**config.mk**
```make
export PLATFORM = sky130hd
export DESIGN_NAME = can_tx_frame_sequencer
export DESIGN_NICKNAME = d
export VERILOG_FILES = /design/src/rtl/can_tx_frame_sequencer_pkg.sv /design/src/rtl/can_tx_frame_sequencer_crc.sv /design/src/rtl/can_tx_frame_sequencer.sv
export SDC_FILE = /design/constraint.sdc
export NUM_CORES = 1
export LEC_CHECK = 0
export ABC_AREA = 1
export BUFFER_PORTS_ARGS = -buffer_cell sky130_fd_sc_hd__buf_2
export CORE_MARGIN = 2
export CORE_UTILIZATION = 61
export CTS_CLUSTER_DIAMETER = 120
export DETAILED_ROUTE_END_ITERATION = 8
export PLACE_DENSITY = 0.94
export RECOVER_POWER = 50
export SLEW_MARGIN = 20
export SYNTH_ARGS = -nofsm -noshare
export SYNTH_HDL_FRONTEND = slang
export SYNTH_SLANG_ARGS = --single-unit
```
**constraint.sdc**
```tcl
create_clock -name clk -period 6.79 [get_ports clk]
set_input_delay 0.679 -clock clk [delete_from_list [all_inputs] [get_ports clk]]
set_output_delay 0.679 -clock clk [all_outputs]
set_load 0.005 [all_outputs]
```
**src/rtl/can_tx_frame_sequencer_pkg.sv**
```systemverilog
// can_tx_frame_sequencer_pkg: shared CAN TX states, field lengths and bus levels.
package can_tx_frame_sequencer_pkg;
   typedef enum logic [3:0] {
      ST_IDLE, ST_SOF, ST_ID_A, ST_SRR, ST_IDE, ST_ID_B, ST_RTR, ST_R1R0,
      ST_DLC, ST_DATA, ST_CRC, ST_CRCDEL, ST_ACK, ST_ACKDEL, ST_EOF, ST_IFS
   } state_e;
   localparam int ID_A_BITS = 11;
   localparam int ID_B_BITS = 18;
   localparam int DLC_BITS = 4;
   localparam int CRC_BITS = 15;
   localparam logic CAN_DOMINANT = 1'b1;
   localparam logic CAN_RECESSIVE = 1'b0;
   localparam logic [14:0] CRC_POLY = 15'h4599;
endpackage

```
**src/rtl/can_tx_frame_sequencer_crc.sv**
```systemverilog
// crc_step_machine: CAN CRC-15 accumulator, one bit per update pulse.
module crc_step_machine
   import can_tx_frame_sequencer_pkg::*;
(
   input  logic        clk,
   input  logic        rst,
   input  logic        next_bit,
   input  logic        clear_crc,
   input  logic        update_crc,
   output logic [14:0] crc
);
   logic [14:0] crc_q, crc_d;
   assign crc_d = clear_crc ? '0 :
                  update_crc ? ({crc_q[13:0], 1'b0} ^ ((next_bit ^ crc_q[14]) ? CRC_POLY : 15'd0)) :
                  crc_q;
   always_ff @(posedge clk or posedge rst) begin
      if (rst) crc_q <= '0;
      else crc_q <= crc_d;
   end
   assign crc = crc_q;
endmodule

```
**src/rtl/can_tx_frame_sequencer.sv**
```systemverilog
// can_tx_frame_sequencer: walks one CAN 2.0A/B frame bit by bit into tx_pipeline,
// feeding the CRC and aborting on arbitration loss, bit error or missing ACK.
module can_tx_frame_sequencer
   import can_tx_frame_sequencer_pkg::*;
#(
   parameter int IFS_BITS = 3,
   parameter int EOF_BITS = 7
) (
   input  logic        clk,
   input  logic        rst,
   input  logic        tx_request,
   input  logic [28:0] tx_id,
   input  logic        tx_extended,
   input  logic        tx_rtr,
   input  logic [3:0]  tx_dlc,
   input  logic [63:0] tx_data,
   input  logic        bus_idle,
   input  logic        bit_advance,
   input  logic        tx_line,
   input  logic        rx,
   input  logic        updated_sample,
   output logic        next_bit,
   output logic        stuff_bypass,
   output logic        tx_busy,
   output logic        tx_done,
   output logic        tx_arb_lost,
   output logic        tx_bit_error,
   output logic        tx_ack_error
);
   state_e      state_q, state_d, nxt;
   logic [6:0]  cnt_q, cnt_d, dbits_q, dbits_d, len;
   logic [28:0] id_q, id_d;
   logic [3:0]  dlc_q, dlc_d;
   logic [63:0] data_q, data_d;
   logic        ext_q, ext_d, rtr_q, rtr_d;
   logic        done_q, done_d, arb_q, arb_d, berr_q, berr_d, aerr_q, aerr_d;
   logic        clear_crc, update_crc, last, err;
   logic [14:0] crc;

   crc_step_machine u_crc (
      .clk        (clk),
      .rst        (rst),
      .next_bit   (next_bit),
      .clear_crc  (clear_crc),
      .update_crc (update_crc),
      .crc        (crc)
   );

   always_comb begin
      len = state_q == ST_ID_A ? 7'(ID_A_BITS) :
            state_q == ST_ID_B ? 7'(ID_B_BITS) :
            state_q == ST_R1R0 ? 7'd2 :
            state_q == ST_DLC  ? 7'(DLC_BITS) :
            state_q == ST_DATA ? dbits_q :
            state_q == ST_CRC  ? 7'(CRC_BITS) :
            state_q == ST_EOF  ? 7'(EOF_BITS) :
            state_q == ST_IFS  ? 7'(IFS_BITS) : 7'd1;
   end

   assign last = cnt_q == len - 7'd1;
   // Fields follow enum order; IFS + 1 wraps back to IDLE.
   assign nxt = (state_q == ST_ID_A && !ext_q) ? ST_RTR :
                (state_q == ST_DLC && dbits_q == 7'd0) ? ST_CRC :
                state_e'(state_q + 4'd1);

   assign arb_d  = updated_sample && state_q inside {[ST_ID_A:ST_RTR]} &&
                   tx_line == CAN_RECESSIVE && rx == CAN_DOMINANT;
   assign aerr_d = updated_sample && state_q == ST_ACK && rx == CAN_RECESSIVE;
   assign berr_d = updated_sample && rx != tx_line &&
                   state_q inside {ST_SOF, ST_R1R0, ST_DLC, ST_DATA, ST_CRC, ST_CRCDEL, ST_ACKDEL, ST_EOF};
   assign err        = arb_d || aerr_d || berr_d;
   assign clear_crc  = state_q == ST_IDLE && tx_request && bus_idle;
   assign update_crc = bit_advance && !err && state_q inside {[ST_SOF:ST_DATA]};
   assign done_d     = bit_advance && !err && state_q == ST_IFS && last;

   always_comb begin
      state_d = state_q;
      cnt_d   = cnt_q;
      id_d    = id_q;
      ext_d   = ext_q;
      rtr_d   = rtr_q;
      dlc_d   = dlc_q;
      dbits_d = dbits_q;
      data_d  = data_q;
      if (clear_crc) begin
         state_d = ST_SOF;
         cnt_d   = '0;
         id_d    = tx_id;
         ext_d   = tx_extended;
         rtr_d   = tx_rtr;
         dlc_d   = tx_dlc;
         data_d  = tx_data;
         dbits_d = tx_rtr ? 7'd0 : tx_dlc[3] ? 7'd64 : {1'b0, tx_dlc[2:0], 3'b000};
      end else if (err) begin
         state_d = ST_IDLE;
      end else if (bit_advance && state_q != ST_IDLE) begin
         state_d = last ? nxt : state_q;
         cnt_d   = last ? 7'd0 : cnt_q + 7'd1;
         if (state_q inside {ST_ID_A, ST_ID_B}) id_d = {id_q[27:0], 1'b0};
         if (state_q == ST_DLC) dlc_d = {dlc_q[2:0], 1'b0};
         if (state_q == ST_DATA) data_d = {data_q[62:0], 1'b0};
      end
   end

   always_ff @(posedge clk or posedge rst) begin
      if (rst) begin
         state_q <= ST_IDLE;
         cnt_q   <= '0;
         id_q    <= '0;
         ext_q   <= 1'b0;
         rtr_q   <= 1'b0;
         dlc_q   <= '0;
         dbits_q <= '0;
         data_q  <= '0;
         done_q  <= 1'b0;
         arb_q   <= 1'b0;
         berr_q  <= 1'b0;
         aerr_q  <= 1'b0;
      end else begin
         state_q <= state_d;
         cnt_q   <= cnt_d;
         id_q    <= id_d;
         ext_q   <= ext_d;
         rtr_q   <= rtr_d;
         dlc_q   <= dlc_d;
         dbits_q <= dbits_d;
         data_q  <= data_d;
         done_q  <= done_d;
         arb_q   <= arb_d;
         berr_q  <= berr_d;
         aerr_q  <= aerr_d;
      end
   end

   // CRC stays frozen during its field, so it is read out by index, MSB first.
   always_comb begin
      next_bit = state_q inside {ST_SOF, ST_R1R0} ? CAN_DOMINANT :
                 state_q inside {ST_ID_A, ST_ID_B} ? id_q[28] :
                 state_q == ST_RTR  ? (rtr_q ? CAN_RECESSIVE : CAN_DOMINANT) :
                 state_q == ST_DLC  ? dlc_q[3] :
                 state_q == ST_DATA ? data_q[63] :
                 state_q == ST_CRC  ? crc[4'd14 - cnt_q[3:0]] : CAN_RECESSIVE;
   end

   assign stuff_bypass = !(state_q inside {[ST_SOF:ST_CRC]});
   assign tx_busy      = state_q != ST_IDLE;
   assign tx_done      = done_q;
   assign tx_arb_lost  = arb_q;
   assign tx_bit_error = berr_q;
   assign tx_ack_error = aerr_q;
endmodule

```
======== Word-level counts from Yosys, hierarchy flattened ========
Index checks and enable logic that the tools add are counted.
storage, ports and cells
  flip-flop bits (word level) ............. 136
  input bits .............................. 107
  output and inout bits ................... 7
  logic and storage cells ................. 129
operators by class
  $add $sub $neg .......................... 4
  magnitude comparators ................... 6
  eq/ne operators ......................... 16
  muxes and demuxes ....................... 44
  bitwise gates (word level) .............. 4
  reduce and logical (&&, ||, !) cells .... 42
operators by type and width
  kind                   count
  $mux W64               4
  $mux W29               4
  $mux W7                11
  $mux W15               3
  $mux W4                11
  $eq A4 B4 Y1 const B   8
  $logic_and A1 B1 Y1    19
  $xor A15 B15 Y15       1
  $reduce_bool A2 Y1     7
  $eq A4 B3 Y1 const B   3
  $reduce_and A3 Y1      3
  $le A4 B4 Y1 const B   2
  $mux W1                8
  $reduce_bool A8 Y1     1
  $add A7 B1 Y7 const B  1
  $eq A7 B7 Y1           1
  $logic_not A7 Y1       1
  $sub A7 B1 Y7 const B  1
  $reduce_bool A3 Y1     2
  $lt A4 B5 Y1 const B   1
  $add A4 B1 Y4 const B  1
  $bmux W1 S4            1
  $eq A4 B1 Y1 const B   1
  $eq A4 B2 Y1 const B   1
  15 further kinds       20

======== Longest topological paths before layout ========
Gate-level depths: netlist of the first run.
  depth in word-level cells ............... 15
  mapped depth ............................ 19
  depth with buffers taken out ............ 19

======== Cells and area by module ========
From an unflattened synthesis of the first run, not the netlist that was laid out.
second synthesis, totals
  cell total of the unflattened synthesis .. 1067
  area, all modules ....................... 7453.4 um^2
modules (own cells, without submodules)
  module                  instances  cells each  area each (um^2)  seq. area each (um^2)
  can_tx_frame_sequencer  1          986         6757.7            2952.8
  crc_step_machine        1          81          695.7             375.4

======== Worst setup path after synthesis of the first run ========
OpenSTA, ideal clock, no wires.
  kind .................................... register -> register
  start ................................... register state_q[1]
  end ..................................... register cnt_q[2]
  setup time .............................. 0.129 ns
  data arrival time ....................... 2.510 ns
  data required time ...................... 6.661 ns
  slack ................................... 4.151 ns
  stages on the path, launching flop included .. 19
  path buffers ............................ 0
  clock period less this slack ............ 2.639 ns
  cell sequence ........................... dfrtp_1 -> inv_1 -> ha_1 -> nand3_1 -> inv_2 -> nor2_4 -> nand2_1 -> a21oi_1 -> ha_1 -> xor2_1 -> nand2_1 -> nor2_1 -> nand2_1 -> nor2_1 -> nand2_1 -> nor2_2 -> nand3_1 -> nand2_1 -> o22ai_1
on the way
  word-level cells in the longest chain between the ends .. 15
  elaborated cells between the ends (all ways) .. 46
  those cells by class .................... add/sub: 1; order compare: 2; eq/ne: 14; mux: 12; reduce/logical: 17
RTL lines
  what                      line                           text
  start: declaration        can_tx_frame_sequencer.sv:30   state_e state_q, state_d, nxt;
  start signal: assignment  can_tx_frame_sequencer.sv:120  state_q <= state_d;
  $eq A4 B4 Y1              can_tx_frame_sequencer.sv:57   state_q == ST_IFS ? 7'(IFS_BITS) : 7'd1;
  $mux W2                   can_tx_frame_sequencer.sv:57
  $mux W3                   can_tx_frame_sequencer.sv:56   state_q == ST_EOF ? 7'(EOF_BITS) :
  $mux W4                   can_tx_frame_sequencer.sv:55   state_q == ST_CRC ? 7'(CRC_BITS) :
  $mux W7                   can_tx_frame_sequencer.sv:54   state_q == ST_DATA ? dbits_q :
  $mux W7                   can_tx_frame_sequencer.sv:53   state_q == ST_DLC ? 7'(DLC_BITS) :
  $mux W7                   can_tx_frame_sequencer.sv:52   state_q == ST_R1R0 ? 7'd2 :
  $mux W7                   can_tx_frame_sequencer.sv:51   state_q == ST_ID_B ? 7'(ID_B_BITS) :
  $mux W7                   can_tx_frame_sequencer.sv:50   len = state_q == ST_ID_A ? 7'(ID_A_BITS) :
  $sub A7 B1 Y7             can_tx_frame_sequencer.sv:60   assign last = cnt_q == len - 7'd1;
  $eq A7 B7 Y1              can_tx_frame_sequencer.sv:60
  $mux W7                   can_tx_frame_sequencer.sv:98   cnt_d = last ? 7'd0 : cnt_q + 7'd1;
  $mux W7                   can_tx_frame_sequencer.sv:96   end else if (bit_advance && state_q != ST_IDLE) begin
  $mux W7                   can_tx_frame_sequencer.sv:94   end else if (err) begin
  $mux W7                   can_tx_frame_sequencer.sv:85   if (clear_crc) begin
  end signal: assignment    can_tx_frame_sequencer.sv:121  cnt_q <= cnt_d;
  end: declaration          can_tx_frame_sequencer.sv:31   logic [6:0] cnt_q, cnt_d, dbits_q, dbits_d, len;
Several ways; a longest one is shown, not always the timed one. The select of a mux whose other input is x is not followed.
A chain may end at the register's enable or synchronous reset.

======== Worst setup path in the final report of the first run ========
  start ................................... register state_q[1]
  end ..................................... register data_q[51]
on the way
  word-level cells in the longest chain between the ends .. 9
  elaborated cells between the ends (all ways) .. 31
  those cells by class .................... order compare: 2; eq/ne: 10; mux: 1; reduce/logical: 18
RTL lines
  what                                          line                           text
  $ge A4 B2 Y1 or $le A4 B3 Y1 (tied branches)  can_tx_frame_sequencer.sv:66   assign arb_d = updated_sample && state_q inside {[ST_ID_A:ST_RTR]} &&
  $logic_and A1 B1 Y1 (3 in a row)              can_tx_frame_sequencer.sv:66
  $logic_and A1 B1 Y1                           can_tx_frame_sequencer.sv:67   tx_line == CAN_RECESSIVE && rx == CAN_DOMINANT;
  $logic_or A1 B1 Y1 (2 in a row)               can_tx_frame_sequencer.sv:71   assign err = arb_d || aerr_d || berr_d;
  $ne A2 B1 Y1 (no line)                        n/a
  $reduce_and A3 Y1 (no line)                   n/a
  end signal: assignment                        can_tx_frame_sequencer.sv:127  data_q <= data_d;
  end: declaration                              can_tx_frame_sequencer.sv:34   logic [63:0] data_q, data_d;
Several ways; a longest one is shown, not always the timed one.

==> out/qor.yml, run 1 <==
grt_max_degree: 100
reg2reg_setup_slack_ns: 3.29
post-route-period-util_pct: 51.55
timing_hold_violations_final: 0
dp.cells: 1088
coreArea_sq_um: 10940
irDropWorstVdd_mv: 0.2969
min_period_ns: 3.500
place_ws_ns: 3.547
cts_tree: "built"
ys_types: 38
p_per_area_nw_per_um2: 446.7
die_width_microns: 110.3
die_h_microns: 110.3
cp-end-kind: "flop"
ys_ff_latch: 133
syn_avg_cell_area_sq_um: 7.896
hold_depth: 3
drc_errors: 0
crit_path_start_kind: "flop"
ant_nets: 0
place.gp.congestion: 0.9761
synth-edff-count: 0
setup_tns_ns: 0
rows: 38
r2r_cells: 13
grt_use_total_pct: 32.72
syn_inst: 873
maxCapViolCount: 1
yosys_warnings: 0
max_slew.worst_pin.slew_ns: 3.014
drt_first_pass_iters: 6
violations: "max-capacitance violations, max-slew violations"
wire_per_inst_microns: 16.43
grt_pass1_wl_mm: 30.38
path_clk_slew_ns: 0.06
viasPerCell: 6.100
area_delta_synth_final_pct: 17.39
io_pins: 114
post-cts-setup-buffers: 0
fmax_mhz: 285.7
p_leak_nw: 4.080
antenna_cells: 0
initial_core_util_pct: 63.03
setup_viol: 0
clock-root-buffer: "clkbuf_16"
port_buffers: 113
finalNetCount: 1081
fin_skew_ns: 0.007542
insertion_delay_ns: 0.43
seq_area_frac_synth_pct: 48.28
numCtsBuffers: 17
finalMaxSlewViolations: 69
holdBufCountCts: 0
n_fill_cell: 732
drive_gt1_share_pct: 18.57
die-area_sq_um: 12170
synth_async_sr_flop_share_pct: 100.0
path_class: "flop to flop"
num_vias: 6832
htree_num_levels: 4
relSlewSlack_pct: -102.1
wl_mm: 18.40
cts_resized: 0
cp.required_ns: 7.15
rsz0062_at_grt: "no"
cp.arrival_ns: 3.86
dominantRegCellSynth: "dfrtp_1"
status: "complete, but fails checks"
worstPathMaxFanout: 65
synth_nets: 987
cts_sinks: 133
hp-class: "primary input to flop"
grt-ovfl-total: 0
syn_area_sq_um: 6893
worst_slack_ns: 3.290
dpl.hpwl_mm: 11.11
clockBufferDepth: 2
antenna_found_initial: 0
drt_iter0_markers: 869
final_cells: 1120
whs_ns: 0.4650
grt_pass1_vias: 6460
==> layer usage <==
layer	track usage (%)	part of all wire (%)
met5	0	0
met1	42.22	38
met2	50.18	48
met3	9.112	10
met4	18.04	4.5
==> Yosys cell counts (7+ instances only) <==
| master | n | share of area, % |
|---|---|---|
| inv_2 | 11 | 0.60 |
| inv_1 | 48 | 2.6 |
| clkbuf_1 | 15 | 0.82 |
| a22oi_1 | 8 | 0.87 |
| o21ai_0 | 18 | 1.3 |
| nor2_1 | 32 | 1.7 |
| nand2_1 | 284 | 15 |
| ha_1 | 7 | 1.3 |
| xor2_1 | 8 | 1.0 |
| nand3_1 | 210 | 15 |
| buf_2 | 13 | 0.94 |
| o211ai_1 | 7 | 0.76 |
| o22ai_1 | 12 | 1.1 |
| dfrtp_1 | 133 | 48 |
==> worst paths after layout <==
check,endpoint,start
max reg2reg,data_q[51],state_q[1]
max,data_q[51],state_q[1]
min in group asynchronous,data_q[37],rst
min,id_q[7],tx_id[7]
max in group asynchronous,u_crc.crc[0],rst
min reg2reg,id_q[17],id_q[17]
==> report_power, final <==
group	internal (W)	switching, W	leakage [nW]
combinational	0.000412	0.000792	2.07
clock	0.000671	0.000354	0.320
sequential	0.00114	0.000247	1.69
==> sequential cells by signal (all words and copies together) (netlist names) <==
name / count
cnt_q: 7
tx_done: 1
tx_ack_error: 1
state_q: 4
ext_q: 1
id_q: 29
dlc_q: 4
tx_arb_lost: 1
data_q: 64
dbits_q: 4
u_crc.crc: 15
tx_bit_error: 1
rtr_q: 1
==> placed cells by master (no fill, tap or decap), types with 4 or more instances in the layout <==
cell type  count
bufinv_16      5
nand3_1      210
a22oi_1        8
o21ai_1        4
dfrtp_1      133
clkbuf_16     17
o211ai_1       7
nor3_1         4
o21ai_0       19
clkinv_2       4
ha_1           7
inv_2         11
nor2_4         5
a21oi_1        5
buf_4          5
o22ai_1       12
o311ai_0       5
inv_1         47
nor2_1        32
xor2_1         8
nand2_1      284
buf_2        111
nand4_1        5
==> cell type report <==
type	count	area [sq um]	area share [%]
Clock inverter	12	198.9	2.459
Sequential cell	133	3328	41.13
Timing Repair Buffer	118	600.6	7.422
Inverter	60	227.7	2.814
Multi-Input combinational cell	637	3104	38.36
Tap cell	140	175.2	2.165
Clock buffer	20	456.7	5.644
==> through the flow <==
stage / cell area [sq um] / utilization [%] / power [W]
after floorplan: 6893 / - / 0.002210
final: 8092 / 73.99 / 0.003614
after global placement: 7445 / 68.08 / 0.002444
after CTS: 8100 / 74.07 / 0.003585
after detailed placement: 7445 / 68.08 / 0.002511
after global routing: 8092 / 73.99 / 0.003841
==> worst max-delay path, stage by stage, from the launching register on <==
cell and delay, ns:
dfrtp_1 0.43, inv_1 0.22, ha_1 0.34, inv_2 0.10
o21ai_0 0.28, inv_2 0.04, a31o_2 0.26, nand3_4 0.16
nor2_4 0.04, buf_4 0.32, nor2_4 0.42, buf_4 0.49
nand2_1 0.16, nand3_1 0.13
==> cell families after synthesis <==
logic type      Yosys count  share of synthesized area [%]
compound gates           63                          5.827
fa+ha+maj                 7                          1.271
xor+xnor                  9                          1.343
buf+inv                 103                          6.734
flops                   133                          48.28
simple gates            558                          36.54
Note: power is estimated with default switching activity, not from simulation.
==> inputs of run 2 (changes only) <==
Settings changed: CORE_UTILIZATION 61 to 51, PLACE_DENSITY 0.94 to 0.85.
Clock period 6.79 ns to 3.08 ns, I/O delays scaled along.
==> run 2 against run 1 <==
Compared with the run above: the flow still finishes with violations (max-capacitance violations, max-slew violations); sequential power rose by 120%; cell area up 0.85%; clock skew increased by 0.0026 ns; worst hold slack worse by 0.37 ns; largest power group unchanged.
==> out/qor.yml, run 2 (synthesis gave the netlist of run 1 again) <==
status: "complete, but fails checks"
violations: "max-capacitance violations, max-slew violations"
maxCapViolCount: 1
grt_max_degree: 134
whs_ns: 0.09204
antenna_found_initial: 0
die_h_microns: 120.3
num_vias: 6313
irDropWorstVdd_mv: 0.5345
die-area_sq_um: 14460
grt_use_total_pct: 23.95
antenna_cells: 0
finalMaxSlewViolations: 134
hp-class: "primary input to flop"
dpl.hpwl_mm: 11.21
final_cells: 1165
post_dp_cell_area_sq_um: 7571
place.gp.congestion: 0.9521
largest_reg_flops: 64
coreArea_sq_um: 13240
finalNetCount: 1090
die_width_microns: 120.3
met2WireLength_mm: 8.000
p_per_area_nw_per_um2: 936.1
cts_tree: "built"
rows: 42
cts_sinks: 133
area_delta_synth_final_pct: 18.39
crit_top_cell: "nand2_1"
insertion_delay_ns: 0.42
crit_path_start_kind: "flop"
slowest_delay_ns: 0.41
viasPerCell: 5.419
relSlewSlack_pct: -19.32
drt_first_pass_iters: 5
grt_pass1_wl_mm: 27.68
max_slew.worst_pin.slew_ns: 1.790
wl_met1_mm: 7.354
routed.top_layer: "met4"
fmax_mhz: 361.4
io_pins: 114
p_leak_nw: 4.100
wl_met3_microns: 903
layout_common_cells: "nand2_1 (283), nand3_1 (210), dfrtp_1 (133)"
worstPathMaxFanout: 8
ant_nets: 0
cp-end-kind: "flop"
top_register: "data_q"
final_cell_area_sq_um: 8160
place_ws_ns: 0.2231
numCtsBuffers: 17
wl_mm: 16.47
timing_hold_violations_final: 0
grt-ovfl-total: 0
setup_tns_ns: 0
path_class: "flop to flop"
slowest_stage: "dfrtp_1"
cp.required_ns: 3.37
n_fill_cell: 1160
rsz0062_at_grt: "no"
path_clk_slew_ns: 0.06
drive_gt1_share_pct: 19.51
grt_pass1_vias: 5823
min_period_ns: 2.767
dp.cells: 1133
fin_skew_ns: 0.01016
post-route-period-util_pct: 89.83
worst_slack_ns: 0.3132
clockBufferDepth: 2
final_common_cell: "nand2_1"
post-cts-setup-buffers: 0
port_buffers: 113
setup_viol: 0
initial_core_util_pct: 52.05
path_cells: "inv_1 > ha_1 > nand3_1 > inv_2 > nor2_4 > nand2_1 > a21oi_1 > ha_1 > xor2_1 > nand2_1 > nor2_1 > nand2_1 > nor2_1 > nand2_1 > nor2_2 > nand3_1 > nand2_2 > o22ai_1"
wire_per_inst_microns: 14.13
drt_iter0_markers: 642
cp.arrival_ns: 3.05
drc_errors: 0
htree_num_levels: 4
clock-root-buffer: "clkbuf_16"
==> run 2: per-stage QoR <==
stage / utilization, % / power (W)
2_1_floorplan: - / 0.004872
6_report: 61.62 / 0.007639
3_3_place_gp: 57.17 / 0.005471
3_5_place_dp: 57.17 / 0.005565
4_1_cts: 61.70 / 0.007657
5_1_grt: 61.62 / 0.008210
==> run 2: repair_timing <==
action	4_1_cts	5_1_grt
setup endpoints to repair	0	12
hold buffers	0	0
gates resized for setup	0	2
hold endpoints to repair	0	0
==> run 2: where the power goes <==
| part | switching, W | internal, W |
|---|---|---|
| logic | 0.00164 | 0.000948 |
| registers | 0.000483 | 0.00251 |
| clock network | 0.000764 | 0.00130 |
| total | 0.00289 | 0.00475 |
==> run 2: layout make-up <==
| cell class | count | area (sq um) | share of cell area, % |
|---|---|---|---|
| tap | 176 | 220.2 | 2.699 |
| timing repair buffer | 127 | 668.1 | 8.188 |
| clock buffer | 20 | 446.7 | 5.474 |
| sequential | 133 | 3328 | 40.78 |
| clock inverter | 12 | 152.6 | 1.871 |
| multi-input combinational | 637 | 3114 | 38.16 |
| inverter | 60 | 230.2 | 2.821 |
==> run 2: final timing paths <==
kind	startpoint	endpoint	slack, ns	cells past startpoint
setup / recovery	state_q[1]	cnt_q[4]	0.31	18
hold / removal	tx_id[7]	id_q[7]	0.09	3
setup reg to reg	state_q[1]	cnt_q[4]	0.31	18
hold reg to reg	data_q[62]	data_q[62]	0.48	2
max in group asynchronous	rst	tx_done	1.43	3
min in group asynchronous	rst	ext_q	0.56	3
==> run 2: per-layer routing <==
metal	vias up	track usage [%]
li1	3097	-
met1	2987	33.68
met2	210	37.22
met3	19	5.472
met4	0	7.485
met5	-	0
==> run 2: critical path: cells and delay by family (launching register included) <==
family                   cells  cell delay [ns]
AND/OR/NAND/NOR             11             1.22
AO/OA/AOI/OAI                2             0.24
XOR/XNOR                     1             0.15
flip-flops                   1             0.41
adder cells (fa/ha/maj)      2             0.47
buffers and inverters        2             0.15
==> inputs of run 3 (changes only) <==
Settings changed: ABC_AREA 1 to unset, CORE_UTILIZATION 51 to 52, PLACE_DENSITY 0.85 to 0.86.
==> run 3 against run 2 <==
Compared with the run above: maximum frequency is 8.5% lower; wire length is 0.33% higher; sequential power increased by 3%; worst hold slack got worse by 0.0037 ns; the run now ends clean; largest power group unchanged; global-route usage increased by 0.47 points; first-iteration DRC count fell by 28%; combinational power up 8.9%; highest routed layer is now met5.
==> out/qor.yml, run 3 <==
final_cell_area_sq_um: 8626
p_per_area_nw_per_um2: 922.9
wl_mm: 16.52
initial_core_util_pct: 53.28
synth_top_cell_by_area: "dfrtp_1"
synth_nets: 841
area_delta_synth_final_pct: 21.76
num_vias: 5782
layout_common_cells: "nand2_1 (141), dfrtp_1 (132), buf_2 (111)"
min_period_ns: 3.023
ant_nets: 0
place_ws_ns: -0.01128
yosys-top-cells-count: "nand2_1 (141), dfrtp_1 (133), mux2i_1 (107), o21ai_0 (85), clkbuf_1 (35)"
seq_area_frac_synth_pct: 46.98
seq_power_share_pct: 38.6
cts_tree: "built"
p_leak_nw: 3.913
io_pins: 114
wire_per_inst_microns: 16.02
post-route-period-util_pct: 98.13
timing_hold_violations_final: 0
dominantRegCellSynth: "dfrtp_1"
finalMaxSlewViolations: 0
grt_max_degree: 111
syn_inst: 727
worstPathMaxFanout: 14
drc_errors: 0
clock-root-buffer: "clkbuf_16"
fin_skew_ns: 0.004966
final_cells: 1031
setup_viol: 0
grt-ovfl-total: 0
yosysTopAreaCellShare_pct: 46.98
cp.arrival_ns: 3.30
rows: 42
synth_async_sr_flop_share_pct: 100.0
cts_sinks: 133
max_slew.worst_pin.slew_ns: 1.298
htree_num_levels: 4
crit_path_start_kind: "flop"
dpl.hpwl_mm: 10.93
antenna_found_initial: 1
numCtsBuffers: 17
path_class: "flop to flop"
final_common_cell: "nand2_1"
cp-end-kind: "flop"
n_fill_cell: 1045
r2r_cells: 10
relSlewSlack_pct: 12.97
drt_first_pass_iters: 5
status: "finished, final reports clean"
insertion_delay_ns: 0.42
rsz0062_at_grt: "yes"
worst_slack_ns: 0.05747
viasPerCell: 5.608
clockBufferDepth: 2
p_comb_share_pct: 35.4
die_h_microns: 120.7
grt_pass1_vias: 5752
hp-class: "primary input to flop"
drive_gt1_share_pct: 24.56
p_int_w: 0.005172
ys_types: 57
largest_reg_flops: 64
die_width_microns: 120.7
antenna_cells: 0
dp.cells: 997
syn_avg_cell_area_sq_um: 9.745
post_dp_cell_area_sq_um: 7961
grt_pass1_wl_mm: 27.96
irDropWorstVdd_mv: 0.4949
path_clk_slew_ns: 0.06
switching_share_pct: 35.03
reg2reg_setup_slack_ns: 0.06
r2r_end: "data_q[57]"
cp-startpoint: "state_q[0]"
crit_path_end: "data_q[57]"
grt_use_total_pct: 24.42
yosys_warnings: 0
yosysMostFrequentCell: "nand2_1"
coreArea_sq_um: 13300
fmax_mhz: 330.8
die-area_sq_um: 14570
cp.required_ns: 3.36
top_register: "data_q"
ys_ff_latch: 133
synthTopCellsByArea: "dfrtp_1 (47%), mux2i_1 (15%), nand2_1 (7.5%)"
place.gp.congestion: 0.9019
reg2reg_from: "state_q[0]"
finalNetCount: 956
syn_area_sq_um: 7084
synth-edff-count: 0
switching_power_w: 0.002789
drt_iter0_markers: 462
port_buffers: 113
maxCapViolCount: 0
pwr-share-clk_pct: 26.0
run 3: cell types whose count changed after synthesis, sizes merged, moves of 9 or more:
cell and delta:
nor2 -12, o21ai +91, inv -52, and3 +9
mux2i +107, nand3 -204, a211oi +12, clkbuf +20
nand2 -146, o22ai -11, buf -9
run 3: layout make-up:
cell class,count,area [sq um],area share [%]
timing repair buffer,149,889.6,10.31
tap,176,220.2,2.553
clock inverter,15,177.7,2.060
multi-input combinational,534,3556,41.22
inverter,7,27.53,0.3191
sequential,133,3329,38.60
clock buffer,17,425.4,4.932
run 3: kinds of logic (layout without fill, tap and decap cells):
logic type,count (synthesis),in the layout,synth area share (%)
compound gates,160,161,13.18
xor+xnor,19,19,3.320
fa+ha+maj,7,7,1.236
buf+inv,61,188,3.992
flops,133,133,46.98
mux,110,110,16.07
simple gates,237,237,15.22
run 3: layer usage:
layer	wire, microns	GRT usage (%)
met5	13	0
met4	319	8.212
met3	917	6.321
met2	8151	39.44
met1	7120	32.15
run 3: stage by stage:
stage               TNS [ns]  total power (W)  util, %  hold slack [ns]
global placement           0         0.005602    59.88           0.4205
detailed placement  -0.01394         0.005750    59.88           0.4239
CTS                        0         0.007935    64.66          0.07873
global route         -0.1825         0.008525    64.88          0.08871
finish                     0         0.007961    64.88          0.08838
floorplan                  0         0.004924        -           0.4129
run 3: critical path, cell delays in order (launching register included):
cell	delay [ns]
dfrtp_2	0.48
ha_4	0.20
buf_4	0.14
nor2b_1	0.14
o311a_1	0.39
a211oi_4	0.30
and2_1	0.25
and3_4	0.27
buf_4	0.27
mux2i_1	0.30
o21ai_0	0.14
run 3: power by group through the flow:
stage          clock [W]  combinational [W]  sequential, W
4_1_cts          0.00210            0.00278        0.00306
2_1_floorplan          0            0.00206        0.00286
5_1_grt          0.00219            0.00317        0.00317
3_5_place_dp           0            0.00270        0.00305
6_report         0.00207            0.00282        0.00307
3_3_place_gp           0            0.00258        0.00302
run 3: worst min path at each step:
stage	slack, ns	end	start	depth (start not counted)
after floorplan	0.41	tx_ack_error	rx	1
after global placement	0.42	data_q[34]	rst	2
after detailed placement	0.42	data_q[34]	rst	2
after CTS	0.08	data_q[28]	tx_data[28]	3
after global routing	0.09	data_q[16]	tx_data[16]	3
final	0.09	data_q[16]	tx_data[16]	3
run 3: timing repair:
action / CTS / global route
pin swaps: 1 / 3
setup endpoints to repair: 2 / 37
gates cloned: 1 / 0
resized for setup: 6 / 13
hold buffers: 1 / 0
hold endpoints to repair: 28 / 0
setup buffers: 0 / 0
